File: src/rtl/uart_tx_frame.sv
// UART transmitter: start bit, 5..9 data bits LSB first, optional odd/even parity,
// 1 or 2 stop bits. Ready/start handshake lets a source stream back-to-back frames.
`timescale 1ns/1ps
module uart_tx_frame #(
  parameter int CLKS_PER_BIT = 104,
  parameter int DATA_BITS    = 8,
  parameter int PARITY       = 0,
  parameter int STOP_BITS    = 1
) (
  input  logic                 i_clk,
  input  logic                 i_rst,
  input  logic                 i_tx_start,
  input  logic [DATA_BITS-1:0] i_data,
  output logic                 o_ready,
  output logic                 o_data,
  output logic                 busy,
  output logic                 o_done
);

  if (CLKS_PER_BIT < 2) begin : g_bad_cpb
    $error("uart_tx_frame: CLKS_PER_BIT must be >= 2");
  end
  if (DATA_BITS < 5 || DATA_BITS > 9) begin : g_bad_data
    $error("uart_tx_frame: DATA_BITS must be 5..9");
  end
  if (PARITY < 0 || PARITY > 2) begin : g_bad_par
    $error("uart_tx_frame: PARITY must be 0, 1 or 2");
  end
  if (STOP_BITS < 1 || STOP_BITS > 2) begin : g_bad_stop
    $error("uart_tx_frame: STOP_BITS must be 1 or 2");
  end

  localparam int CW = (CLKS_PER_BIT > 1) ? $clog2(CLKS_PER_BIT) : 1;
  localparam logic [CW-1:0] CNT_LAST  = CW'(CLKS_PER_BIT - 1);
  localparam logic [3:0]    DATA_LAST = 4'(DATA_BITS - 1);
  localparam logic [3:0]    STOP_LAST = 4'(STOP_BITS - 1);

  typedef enum logic [2:0] {IDLE, START, DATA, PAR, STOP} state_e;

  state_e               state_q, state_d;
  logic [CW-1:0]        cnt_q, cnt_d;
  logic [3:0]           bit_q, bit_d;
  logic [DATA_BITS-1:0] shift_q, shift_d;
  logic                 par_q, par_d;
  logic                 data_q, data_d;
  logic                 ready_q, ready_d;
  logic                 busy_q, busy_d;
  logic                 done_q, done_d;
  logic                 tick;

  always_comb begin
    state_d = state_q;
    cnt_d   = cnt_q;
    bit_d   = bit_q;
    shift_d = shift_q;
    par_d   = par_q;
    done_d  = 1'b0;
    tick    = (cnt_q == CNT_LAST);

    if (state_q != IDLE) begin
      cnt_d = tick ? '0 : cnt_q + CW'(1);
    end

    case (state_q)
      IDLE: begin
        cnt_d = '0;
        bit_d = '0;
        if (i_tx_start) begin
          shift_d = i_data;
          par_d   = (PARITY == 1) ? ~^i_data : ^i_data;
          state_d = START;
        end
      end
      START: begin
        if (tick) state_d = DATA;
      end
      DATA: begin
        if (tick) begin
          shift_d = shift_q >> 1;
          if (bit_q == DATA_LAST) begin
            bit_d   = '0;
            state_d = (PARITY != 0) ? PAR : STOP;
          end else begin
            bit_d = bit_q + 4'd1;
          end
        end
      end
      PAR: begin
        if (tick) state_d = STOP;
      end
      STOP: begin
        if (tick) begin
          if (bit_q == STOP_LAST) begin
            bit_d   = '0;
            state_d = IDLE;
            done_d  = 1'b1;
          end else begin
            bit_d = bit_q + 4'd1;
          end
        end
      end
      default: state_d = IDLE;
    endcase

    // Outputs are registered, so they are derived from the upcoming state.
    case (state_d)
      START:   data_d = 1'b0;
      DATA:    data_d = shift_d[0];
      PAR:     data_d = par_d;
      default: data_d = 1'b1;
    endcase
    ready_d = (state_d == IDLE);
    busy_d  = (state_d != IDLE);
  end

  always_ff @(posedge i_clk) begin
    if (i_rst) begin
      state_q <= IDLE;
      cnt_q   <= '0;
      bit_q   <= '0;
      shift_q <= '0;
      par_q   <= 1'b0;
      data_q  <= 1'b1;
      ready_q <= 1'b1;
      busy_q  <= 1'b0;
      done_q  <= 1'b0;
    end else begin
      state_q <= state_d;
      cnt_q   <= cnt_d;
      bit_q   <= bit_d;
      shift_q <= shift_d;
      par_q   <= par_d;
      data_q  <= data_d;
      ready_q <= ready_d;
      busy_q  <= busy_d;
      done_q  <= done_d;
    end
  end

  assign o_data  = data_q;
  assign o_ready = ready_q;
  assign busy    = busy_q;
  assign o_done  = done_q;

endmodule

File: config.mk
export PLATFORM = sky130hd
export DESIGN_NAME = uart_tx_frame
export DESIGN_NICKNAME = d
export VERILOG_FILES = /design/src/rtl/uart_tx_frame.sv
export SDC_FILE = /design/constraint.sdc
export NUM_CORES = 1
export LEC_CHECK = 0
export CORE_MARGIN = 2
export CORE_UTILIZATION = 69
export CTS_BUF_LIST = sky130_fd_sc_hd__clkbuf_4
export CTS_CLUSTER_DIAMETER = 50
export DETAILED_ROUTE_END_ITERATION = 7
export DONT_BUFFER_PORTS = 1
export GPL_TIMING_DRIVEN = 0
export HOLD_SLACK_MARGIN = 0.03
export PLACE_DENSITY = 0.85
export SETUP_SLACK_MARGIN = 0.5
export SYNTH_ARGS = -nofsm -noshare
export SYNTH_HDL_FRONTEND = slang
export SYNTH_SLANG_ARGS = --single-unit
File: constraint.sdc
create_clock -name i_clk -period 4.3 [get_ports i_clk]
set_input_delay 0.645 -clock i_clk [delete_from_list [all_inputs] [get_ports i_clk]]
set_output_delay 0.645 -clock i_clk [all_outputs]
set_load 0.02 [all_outputs]
==> impl_results.md, run 1 <==
- Outcome: completed
- DR pass1 iterations: 4
- Num CTS Buffers: 3
- DP HPWL: 1920 µm
- Mapped cell area: roughly 1300 µm²
- Worst EP arrival: 2.27 ns
- Syn_nets: between 150 and 200
- Initial Util: 0.748
- FF+latch count, synth: 27
- Largest net degree at the start of global routing: 15
- Vias: 1106
- Final WL: 2600 µm
- Power share of the combinational group: 0.106
- Post-synth EDFFs: 0
- I/O Pins: 15
- Leakage power: 0.465 nW
- Post-cts sizing count: 0
- Die W: 47.7 µm
- CTS sink cnt: 27
- RSZ-0062 raised after global routing: no
- Vias per inst: ~6.3
- Tcrit/Tclk final: 0.475
- CP Max Fanout: 8
- Worst r2r src: cnt_q[0]
- Net switching power: 0.104 mW
- I/O Buffers: 0
- Hold Fails Final Rpt: 0
- Yosys warns: 0
- Hold Buf Count CTS: 0
- Count of final max-slew check failures: 0
- Worst R2R Setup Slack: 2.26 ns
- VDD IR max: 0.283 mV
- Sequential fraction of the synthesis area: 0.409
- FF-to-FF End: o_data
- DP Area: between 1000 and 1500 µm²
- Final GP Congestion: 0.873
- R2R cell count: 7
- Die H: 47.7 µm
- Setup Viol. Count Final: 0
- First-pass GRT wire length: roughly 4300 µm
- Final Critical Period: 2.04 ns
- Crit path required time: 4.52 ns
- GRT Total Usage: 0.265
- Layout cells sized above 1: 0.0933
- Post-Route Setup TNS: 0 ns
- Post-synth ARST share: 0
- Part of the power in registers: 0.631
- Synthesis-to-finish area growth: 4.64%
- Vias in the first global route: between 1000 and 1500
- Clock power share: 0.262
- Final ANT Viol Nets: 0
- Initial antenna violation count: 0
- Post CTS Setup Buffer Count: 0
- Int Power: between 0.3 and 0.4 mW
- Fin nets: 165
- Clock Pin Slew Worst Setup and Hold Paths: 0.13 ns
- DR iter-0 viols: 50
- CTS H-tree depth: 1
- Crit Path Category: register to register
- Max cap viols: 0
- Clock tree buffer depth: 2
- Final Skew: around 0.0027 ns
- Clk_lat worst skew: 0.32 ns
- Drt wl/cell: between 10 and 15 µm
- Die Footprint: 2280 µm²
- Worst hold path type: register to register
- Remaining global-route overflow: 0
- Relative slew slack: 0.682
- Slew @ Worst Pin: 0.476 ns
- Post-Syn Instances: about 150
- Power Density: 308 nW/µm²
- Primary FF master, synth: dfxtp_1
- Ant diodes: 0
- DRC: 0
- Root Driver: clkbuf_4
- Design area: 1380 µm²
- CTS tree: built
- Critical Path Sink: o_data
- Crit path from: cnt_q[0]
- Synth cell types: 43
- Type of element capturing the critical path: register
- Syn Area/Cell: 9.04 µm²
- Sw Ratio: 0.244
- Startpoint class of the critical path: register
- Fmax: 490 MHz
- Fin Hold WS: 0.464 ns
- Row count: 15
- Core area: 1760 µm²
-- worst min path at each step --
stage / slack [ns] / start / cells past startpoint / endpoint
floorplan: 0.42 / cnt_q[0] / 1 / cnt_q[0]
global placement: 0.43 / cnt_q[0] / 1 / cnt_q[0]
detailed placement: 0.45 / shift_q[5] / 2 / shift_q[5]
CTS: 0.47 / i_data[7] / 2 / shift_q[7]
global route: 0.46 / i_data[7] / 2 / shift_q[7]
finish: 0.46 / shift_q[5] / 2 / shift_q[5]
-- layer usage --
layer	GRT usage	wire, µm	up-vias
met2	0.443	1280	34
met3	0.0717	142	6
met1	0.337	1140	520
met4	0.0757	50	0
met5	0	0	-
li1	-	-	546
-- metrics by stage --
stage | cells | total power, mW | util | worst slack [ns]
floorplan | 146 | 0.311 | - | 2.41
global placement | 171 | 0.318 | 0.766 | 2.20
detailed placement | 171 | 0.320 | 0.766 | 2.24
CTS | 175 | 0.429 | 0.783 | 2.26
global route | 175 | 0.442 | 0.783 | 2.12
finish | 175 | 0.426 | 0.783 | 2.26
-- cells by family (layout without fill, tap and decap cells) --
group / after synthesis / in the layout / share of synthesized area
AND/OR/NAND/NOR: 55 / 55 / 0.247
AO/OA/AOI/OAI: 41 / 41 / 0.220
flip-flops: 27 / 27 / 0.409
XOR/XNOR: 10 / 10 / 0.0664
buffers and inverters: 10 / 14 / 0.0284
adder cells (fa/ha/maj): 3 / 3 / 0.0284
-- cell usage after synthesis (3+ instances only) --
library cell	number	share of area
a21oi_1	13	0.049
dfxtp_1	27	0.41
xnor2_1	8	0.053
a22oi_1	6	0.034
o211ai_1	3	0.017
and3_1	3	0.014
nand2_1	9	0.026
clkbuf_1	5	0.014
inv_1	5	0.014
nor2_1	13	0.037
nand3_1	6	0.023
nor3_1	3	0.011
ha_1	3	0.028
or3_1	4	0.019
o21ai_0	4	0.015
-- critical path, cell delays in order (launching register included) --
cell and delay [ns]:
dfxtp_1 0.35, ha_1 0.25, and3_1 0.23, and3_1 0.15, clkbuf_1 0.18, a221oi_1 0.40
nand2b_1 0.10, a211o_1 0.29
-- final cells by class --
class	instances	area, µm²
Fill cell	129	383
Inverter	5	18.8
Sequential cell	27	541
Multi-Input combinational cell	109	742
Tap cell	25	31.3
Clock buffer	4	30.0
Buffer	5	18.8
-- placed cells by master (no fill, tap or decap), drive strengths merged --
cell type	count
nor2	13
xnor2	8
clkbuf	9
a32oi	1
nor3	4
or3	4
ha	3
o21ai	5
a22oi	8
nor3b	3
or3b	2
a211o	2
nand3	6
a31o	1
and3	3
nand2	9
nor4b	2
a2111oi	1
o41ai	1
or4	1
nand3b	2
a211oi	1
dfxtp	27
nand2b	2
a221oi	1
xor2	2
or4b	1
and2b	2
and2	1
a21oi	14
o31ai	1
a31oi	2
inv	5
o211ai	3
-- state kept, by name, summed over array words and instances (netlist names) --
signal / count
shift_q: 8
cnt_q: 7
bit_q: 4
state_q: 3
busy: 1
o_data: 1
o_done: 1
o_ready: 1
par_q: 1
-- power by group through the flow --
stage	Clock [mW]	Combinational (mW)	Sequential, mW
after floorplan	0	0.0375	0.273
after global placement	0	0.0435	0.274
after detailed placement	0	0.0452	0.274
after CTS	0.114	0.0455	0.269
after global routing	0.121	0.0515	0.270
final	0.112	0.0453	0.269
Note: power is estimated with default switching activity, not from simulation.
==> run 2, diff against run 1 <==
--- a/config.mk
+++ b/config.mk
@@ -6,14 +6,14 @@
 export NUM_CORES = 1
 export LEC_CHECK = 0
 export CORE_MARGIN = 2
-export CORE_UTILIZATION = 69
+export CORE_UTILIZATION = 58
 export CTS_BUF_LIST = sky130_fd_sc_hd__clkbuf_4
 export CTS_CLUSTER_DIAMETER = 50
 export DETAILED_ROUTE_END_ITERATION = 7
 export DONT_BUFFER_PORTS = 1
 export GPL_TIMING_DRIVEN = 0
 export HOLD_SLACK_MARGIN = 0.03
-export PLACE_DENSITY = 0.85
+export PLACE_DENSITY = 0.76
 export SETUP_SLACK_MARGIN = 0.5
 export SYNTH_ARGS = -nofsm -noshare
 export SYNTH_HDL_FRONTEND = slang
==> constraint.sdc (replaced) <==
create_clock -name i_clk -period 1.8 [get_ports i_clk]
set_input_delay 0.27 -clock i_clk [delete_from_list [all_inputs] [get_ports i_clk]]
set_output_delay 0.27 -clock i_clk [all_outputs]
set_load 0.02 [all_outputs]
==> run 2 against run 1 <==
Compared with the run above:
- the run now ends with negative setup slack left
- via count up 12%
- sequential cell count unchanged
- die area up 17%
- global-route usage up 1.2 points
- critical path type unchanged
==> impl_results.md, run 2 (synthesis results as in run 1) <==
- Vias in the first global route: 1187 (+17%)
- Tcrit/Tclk final: 1.01 (+0.539)
- Clk_lat worst skew: 0.32 ns (about the same)
- Drt wl/cell: 18.7 µm (+26%)
- Crit Path Category: register to register
- Clock tree buffer depth: 2 (unchanged)
- CP max stage delay: 0.46 ns (+0.06 ns)
- Final Skew: 0.00667 ns (+0.00402 ns)
- DP HPWL: 2000 µm (+4.2%)
- Final core utilization: 0.852 (+0.0685)
- Final GP Congestion: 0.846 (-3.0%)
- I/O Buffers: 0 (unchanged)
- Remaining global-route overflow: 0 (unchanged)
- Ant diodes: 0 (unchanged)
- First-pass GRT wire length: 5520 µm (+29%)
- Initial Util: 0.603 (-0.146)
- DP Area: 1440 µm² (+6.8%)
- Slowest CP cell: or4b_1
- Design area: 1870 µm² (+35%)
- CTS tree: built
- Vias: 1240 (+12%)
- DRC: 0 (unchanged)
- Hold Buf Count CTS: 0 (unchanged)
- Die H: 51.7 µm (+8.3%)
- Post-Route Setup TNS: -0.0427 ns (-0.0427 ns)
- DR pass1 iterations: 4 (unchanged)
- Type of element capturing the critical path: register
- VDD IR max: 0.576 mV (+100%)
- Core area: 2190 µm² (+24%)
- Setup ws final: -0.0239 ns (-2.28 ns)
- Max cap viols: 0 (unchanged)
- Initial antenna violation count: 0 (unchanged)
- CTS H-tree depth: 1 (unchanged)
- Relative slew slack: 0.616 (-0.0661)
- Startpoint class of the critical path: register
- Fin nets: 186 (+13%)
- Crit path required time: 2.08 ns (-2.44 ns)
- Cell Chain, Critical Path: inv_4, ha_4, or3b_4, a22oi_2, or3_4, or4b_1, nand3_1
- Leakage power: 0.622 nW (+34%)
- Slew @ Worst Pin: 0.576 ns (+0.100 ns)
- Power Density: 584 nW/µm² (+89%)
- I/O Pins: 15 (unchanged)
- Commonest cells after routing, fill and taps aside: dfxtp_1, buf_4, nor2_1
- Largest net degree at the start of global routing: 16 (+1)
- Delay-heaviest family, CP: simple AND/OR/NAND/NOR gates
- Count of final max-slew check failures: 0 (unchanged)
- Root Driver: clkbuf_4
- Synthesis-to-finish area growth: 41.3%
- Layout cells sized above 1: 0.480 (+0.386)
- DP Worst Slack: -0.0291 ns (-2.27 ns)
- Worst EP arrival: 2.10 ns (-0.17 ns)
- GRT Total Usage: 0.278 (+0.0123)
- Outcome: finished with violations
- Die W: 51.7 µm (+8.3%)
- Num CTS Buffers: 3 (unchanged)
- WP buf/inv: 1 (unchanged)
- Max reg flops: 8 (unchanged)
- Largest Register: shift_q
- Regs by FF count: shift_q x8, cnt_q x7, bit_q x4
- Die Footprint: 2670 µm² (+17%)
- Final WL: 3720 µm (+43%)
- Vias per inst: 6.23 (-1.4%)
- Hold Fails Final Rpt: 0 (unchanged)
- Row count: 17 (+2)
- DR iter-0 viols: 46 (-8.0%)
- Worst hold path type: input pin to register
- Worst r2r src: bit_q[0]
- Final ANT Viol Nets: 0 (unchanged)
- Setup Viol. Count Final: 2 (+2)
- Violated checks: negative setup slack
- RSZ-0062 raised after global routing: yes
- CTS sink cnt: 27 (unchanged)
- Fin Hold WS: 0.0792 ns (-0.384 ns)
- CP Max Fanout: 4 (-4)
- Clock Pin Slew Worst Setup and Hold Paths: 0.14 ns (about the same)
- Hold_sp: i_data[7]
- Final Critical Period: 1.82 ns (-0.217 ns)
- Fmax: 548 MHz (+12%)
- Crit path from: bit_q[0]
[run 2: changes by cell type in the layout (fill, tap and decap cells not counted), moves of 5 or more]
cell	previous run	this run
dfxtp_4	0	7
buf_4	0	17
a21oi_1	13	8
a22oi_2	2	8
a22oi_1	6	0
dfxtp_1	27	17
[run 2: routing by layer]
metal,GRT usage,up-vias,part of all wire
li1,-,586,-
met1,0.366,605,0.44
met2,0.447,41,0.50
met3,0.0431,8,0.049
met4,0.127,0,0.018
met5,0,-,0
[run 2: final cells by class]
class                   instances  area [µm²]
inverters                       5        21.3
plain buffers                   5        57.6
repair buffers                 21         176
flip-flops and latches         27         571
well taps                      28        35.0
multi-input cells             109         977
fillers                       125         325
clock inverters                 1        5.00
clock buffers                   3        22.5
[run 2: path summary, 6_finish.rpt]
| kind | to | slack [ns] | cells after the start |
|---|---|---|---|
| min | shift_q[7] | 0.08 | 2 |
| max | bit_q[3] | -0.02 | 7 |
| min reg2reg | shift_q[3] | 0.48 | 2 |
| max reg2reg | bit_q[3] | -0.02 | 7 |
[run 2: per-stage QoR]
stage	instances	power, mW
floorplan	146	0.755
global route	199	1.14
detailed placement	174	0.780
global placement	174	0.775
finish	199	1.09
CTS	196	1.06
[run 2: power by group]
group	total [mW]	switching, mW	internal, mW
logic	0.186	0.0956	0.0906
registers	0.642	0.0277	0.614
clock network	0.260	0.177	0.0833
total	1.09	0.300	0.788
[run 2: what timing repair did]
action                     4_1_cts  5_1_grt
buffers inserted                18        3
cloned                           0        0
gates resized for setup         37       24
setup endpoints to repair       22       25
pin swaps                       20        5
==> run 3, diff against run 2 <==
--- a/config.mk
+++ b/config.mk
@@ -5,6 +5,7 @@
 export SDC_FILE = /design/constraint.sdc
 export NUM_CORES = 1
 export LEC_CHECK = 0
+export CAP_MARGIN = 10
 export CORE_MARGIN = 2
 export CORE_UTILIZATION = 58
 export CTS_BUF_LIST = sky130_fd_sc_hd__clkbuf_4
@@ -12,7 +13,7 @@
 export DETAILED_ROUTE_END_ITERATION = 7
 export DONT_BUFFER_PORTS = 1
 export GPL_TIMING_DRIVEN = 0
-export HOLD_SLACK_MARGIN = 0.03
+export HOLD_SLACK_MARGIN = 0.15
 export PLACE_DENSITY = 0.76
 export SETUP_SLACK_MARGIN = 0.5
 export SYNTH_ARGS = -nofsm -noshare
==> run 3 against run 2 <==
Compared with the run above:
- the run still ends with negative setup slack left
- via count up 18%
- cell area up 9.1%
- sequential share of layout area down 2.6 points
- sequential power about the same
- setup slack worse by 0.11 ns
- sequential cell count unchanged
- hold slack better by 0.28 ns
- non-clock buffer count up 17
- die area unchanged
- global-route usage up 2.7 points
- clock skew down 0.0033 ns
- first-iteration DRC count up 72%
- critical endpoint unchanged
- largest cell class unchanged
- highest routed layer unchanged
==> impl_results.md, run 3 (synthesis results as in run 1) <==
- DR pass1 iterations: 4 (unchanged)
- Vias in the first global route: 1286 (+8.3%)
- GRT Total Usage: 0.304 (+0.0267)
- Fill cell count: 77 (-38%)
- Hold Fails Final Rpt: 0 (unchanged)
- RSZ-0062 raised after global routing: yes
- Hold Crit Depth: 4 (+2)
- I/O Buffers: 0 (unchanged)
- Vias per inst: 6.78 (+8.8%)
- Die W: 51.7 µm (unchanged)
- Die Footprint: 2670 µm² (unchanged)
- Leakage power: 0.706 nW (+14%)
- VDD IR max: 0.636 mV (+10%)
- Die H: 51.7 µm (unchanged)
- Final Skew: 0.00340 ns (-0.00327 ns)
- Commonest cells after routing, fill and taps aside: buf_4, dfxtp_1, nor2_1, dlygate4sd3_1
- Max cap viols: 0 (unchanged)
- Hold_sp: i_data[0]
- Clock tree buffer depth: 2 (unchanged)
- Most common cell after layout, fill and taps aside: buf_4
- Synthesis-to-finish area growth: 54.2%
- Post-Route Setup TNS: -0.195 ns (-0.152 ns)
- DP Worst Slack: -0.0291 ns (unchanged)
- DR iter-0 viols: 79 (+72%)
- Final GP Congestion: 0.846 (unchanged)
- Layout cells sized above 1: 0.484 (+0.00451)
- Crit path required time: 2.08 ns (about the same)
- Row count: 17 (unchanged)
- Regs by FF count: shift_q x8, cnt_q x7, bit_q x4
- Setup Viol. Count Final: 3 (+1)
- I/O Pins: 15 (unchanged)
- Type of element capturing the critical path: register
- Root Driver: clkbuf_4
- Outcome: finished with violations
- Clk_lat worst skew: 0.33 ns (about the same)
- Worst EP arrival: 2.22 ns (+0.12 ns)
- Post-Layout Cell Count: 216 (+8.5%)
- CTS H-tree depth: 1 (unchanged)
- Fin Hold WS: 0.362 ns (+0.283 ns)
- CTS tree: built
- Hold Crit Endpoint: o_data
- First-pass GRT wire length: 5920 µm (+7.2%)
- Worst R2R Setup Slack: -0.14 ns (-0.11 ns)
- DRC: 0 (unchanged)
- Final Critical Period: 1.94 ns (+0.114 ns)
- CP Max Fanout: 4 (unchanged)
- Pwr Total: 1.15 mW (+5.7%)
- Drt wl/cell: 23.0 µm (+23%)
- Core area: 2190 µm² (unchanged)
- Worst r2r src: bit_q[1]
- Violated checks: negative setup slack
- Vias: 1465 (+18%)
- Crit Path Category: register to register
- Largest net degree at the start of global routing: 16 (unchanged)
- Relative slew slack: 0.545 (-0.0715)
- Final WL: 4970 µm (+34%)
- Initial antenna violation count: 0 (unchanged)
- R2R cell count: 7 (unchanged)
- DP HPWL: 2000 µm (unchanged)
- Final ANT Viol Nets: 0 (unchanged)
- Tcrit/Tclk final: 1.08 (+0.0635)
- Ant diodes: 0 (unchanged)
- Clock Pin Slew Worst Setup and Hold Paths: 0.15 ns (about the same)
- Fmax: 516 MHz (-5.9%)
- Num CTS Buffers: 3 (unchanged)
- Placed Cells: 174 (unchanged)
- Fin nets: 203 (+9.1%)
- Count of final max-slew check failures: 0 (unchanged)
- Power Density: 565 nW/µm² (-3.2%)
- Initial Util: 0.603 (unchanged)
- Startpoint class of the critical path: register
- CTS sink cnt: 27 (unchanged)
- Slew @ Worst Pin: 0.683 ns (+0.107 ns)
- Largest Register: shift_q
- Setup ws final: -0.138 ns (-0.114 ns)
- Worst hold path type: input pin to register
- Remaining global-route overflow: 0 (unchanged)
- FF-to-FF End: bit_q[3]
- Max reg flops: 8 (unchanged)
-- run 3: cell type report --
class | instances | area [µm²] | share of cell area
Timing Repair Buffer | 38 | 338 | 0.166
Sequential cell | 27 | 571 | 0.280
Multi-Input combinational cell | 109 | 983 | 0.483
Buffer | 5 | 57.6 | 0.0283
Inverter | 5 | 23.8 | 0.0117
Clock inverter | 1 | 5.00 | 0.00246
Clock buffer | 3 | 22.5 | 0.0111
Tap cell | 28 | 35.0 | 0.0172
-- run 3: routing by layer --
metal	share of wire	global-route usage	up-vias	routed length, µm
li1	-	-	620	-
met1	0.35	0.342	697	1730
met2	0.49	0.541	113	2460
met3	0.10	0.0517	35	506
met4	0.055	0.171	0	274
met5	0	0	-	0
-- run 3: power by group --
part	switching (mW)	internal (mW)
Combinational	0.121	0.118
Sequential	0.0280	0.614
Clock	0.185	0.0834
-- run 3: worst max-delay path, stage by stage (launching register included) --
cell     delay, ns
dfxtp_4       0.41
inv_4         0.05
ha_4          0.15
or3b_4        0.25
a22oi_2       0.09
or3_4         0.35
or4b_1        0.48
nand3_1       0.10
-- run 3: worst max path at each step --
| stage | startpoint | to | slack, ns | cells after the start |
|---|---|---|---|---|
| finish | bit_q[1] | bit_q[3] | -0.14 | 7 |
| global route | bit_q[1] | bit_q[3] | -0.16 | 7 |
| CTS | bit_q[0] | bit_q[3] | -0.03 | 7 |
| detailed placement | state_q[2] | o_data | -0.03 | 5 |
| global placement | bit_q[0] | busy | -0.009 | 6 |
| floorplan | bit_q[0] | bit_q[3] | 0.08 | 7 |
-- run 3: what timing repair did --
action                                  CTS  global route
setup buffers                            18            11
endpoints found under the setup margin   22            25
hold endpoints to repair                  8             6
pin swaps                                20            14
hold buffers                              7             2
gates resized for setup                  37            28
-- run 3: per-stage QoR --
stage           util  instance area (µm²)
5_1_grt        0.929                 2040
3_5_place_dp   0.658                 1440
2_1_floorplan      -                 1410
6_report       0.929                 2040
3_3_place_gp   0.658                 1440
4_1_cts        0.825                 1810
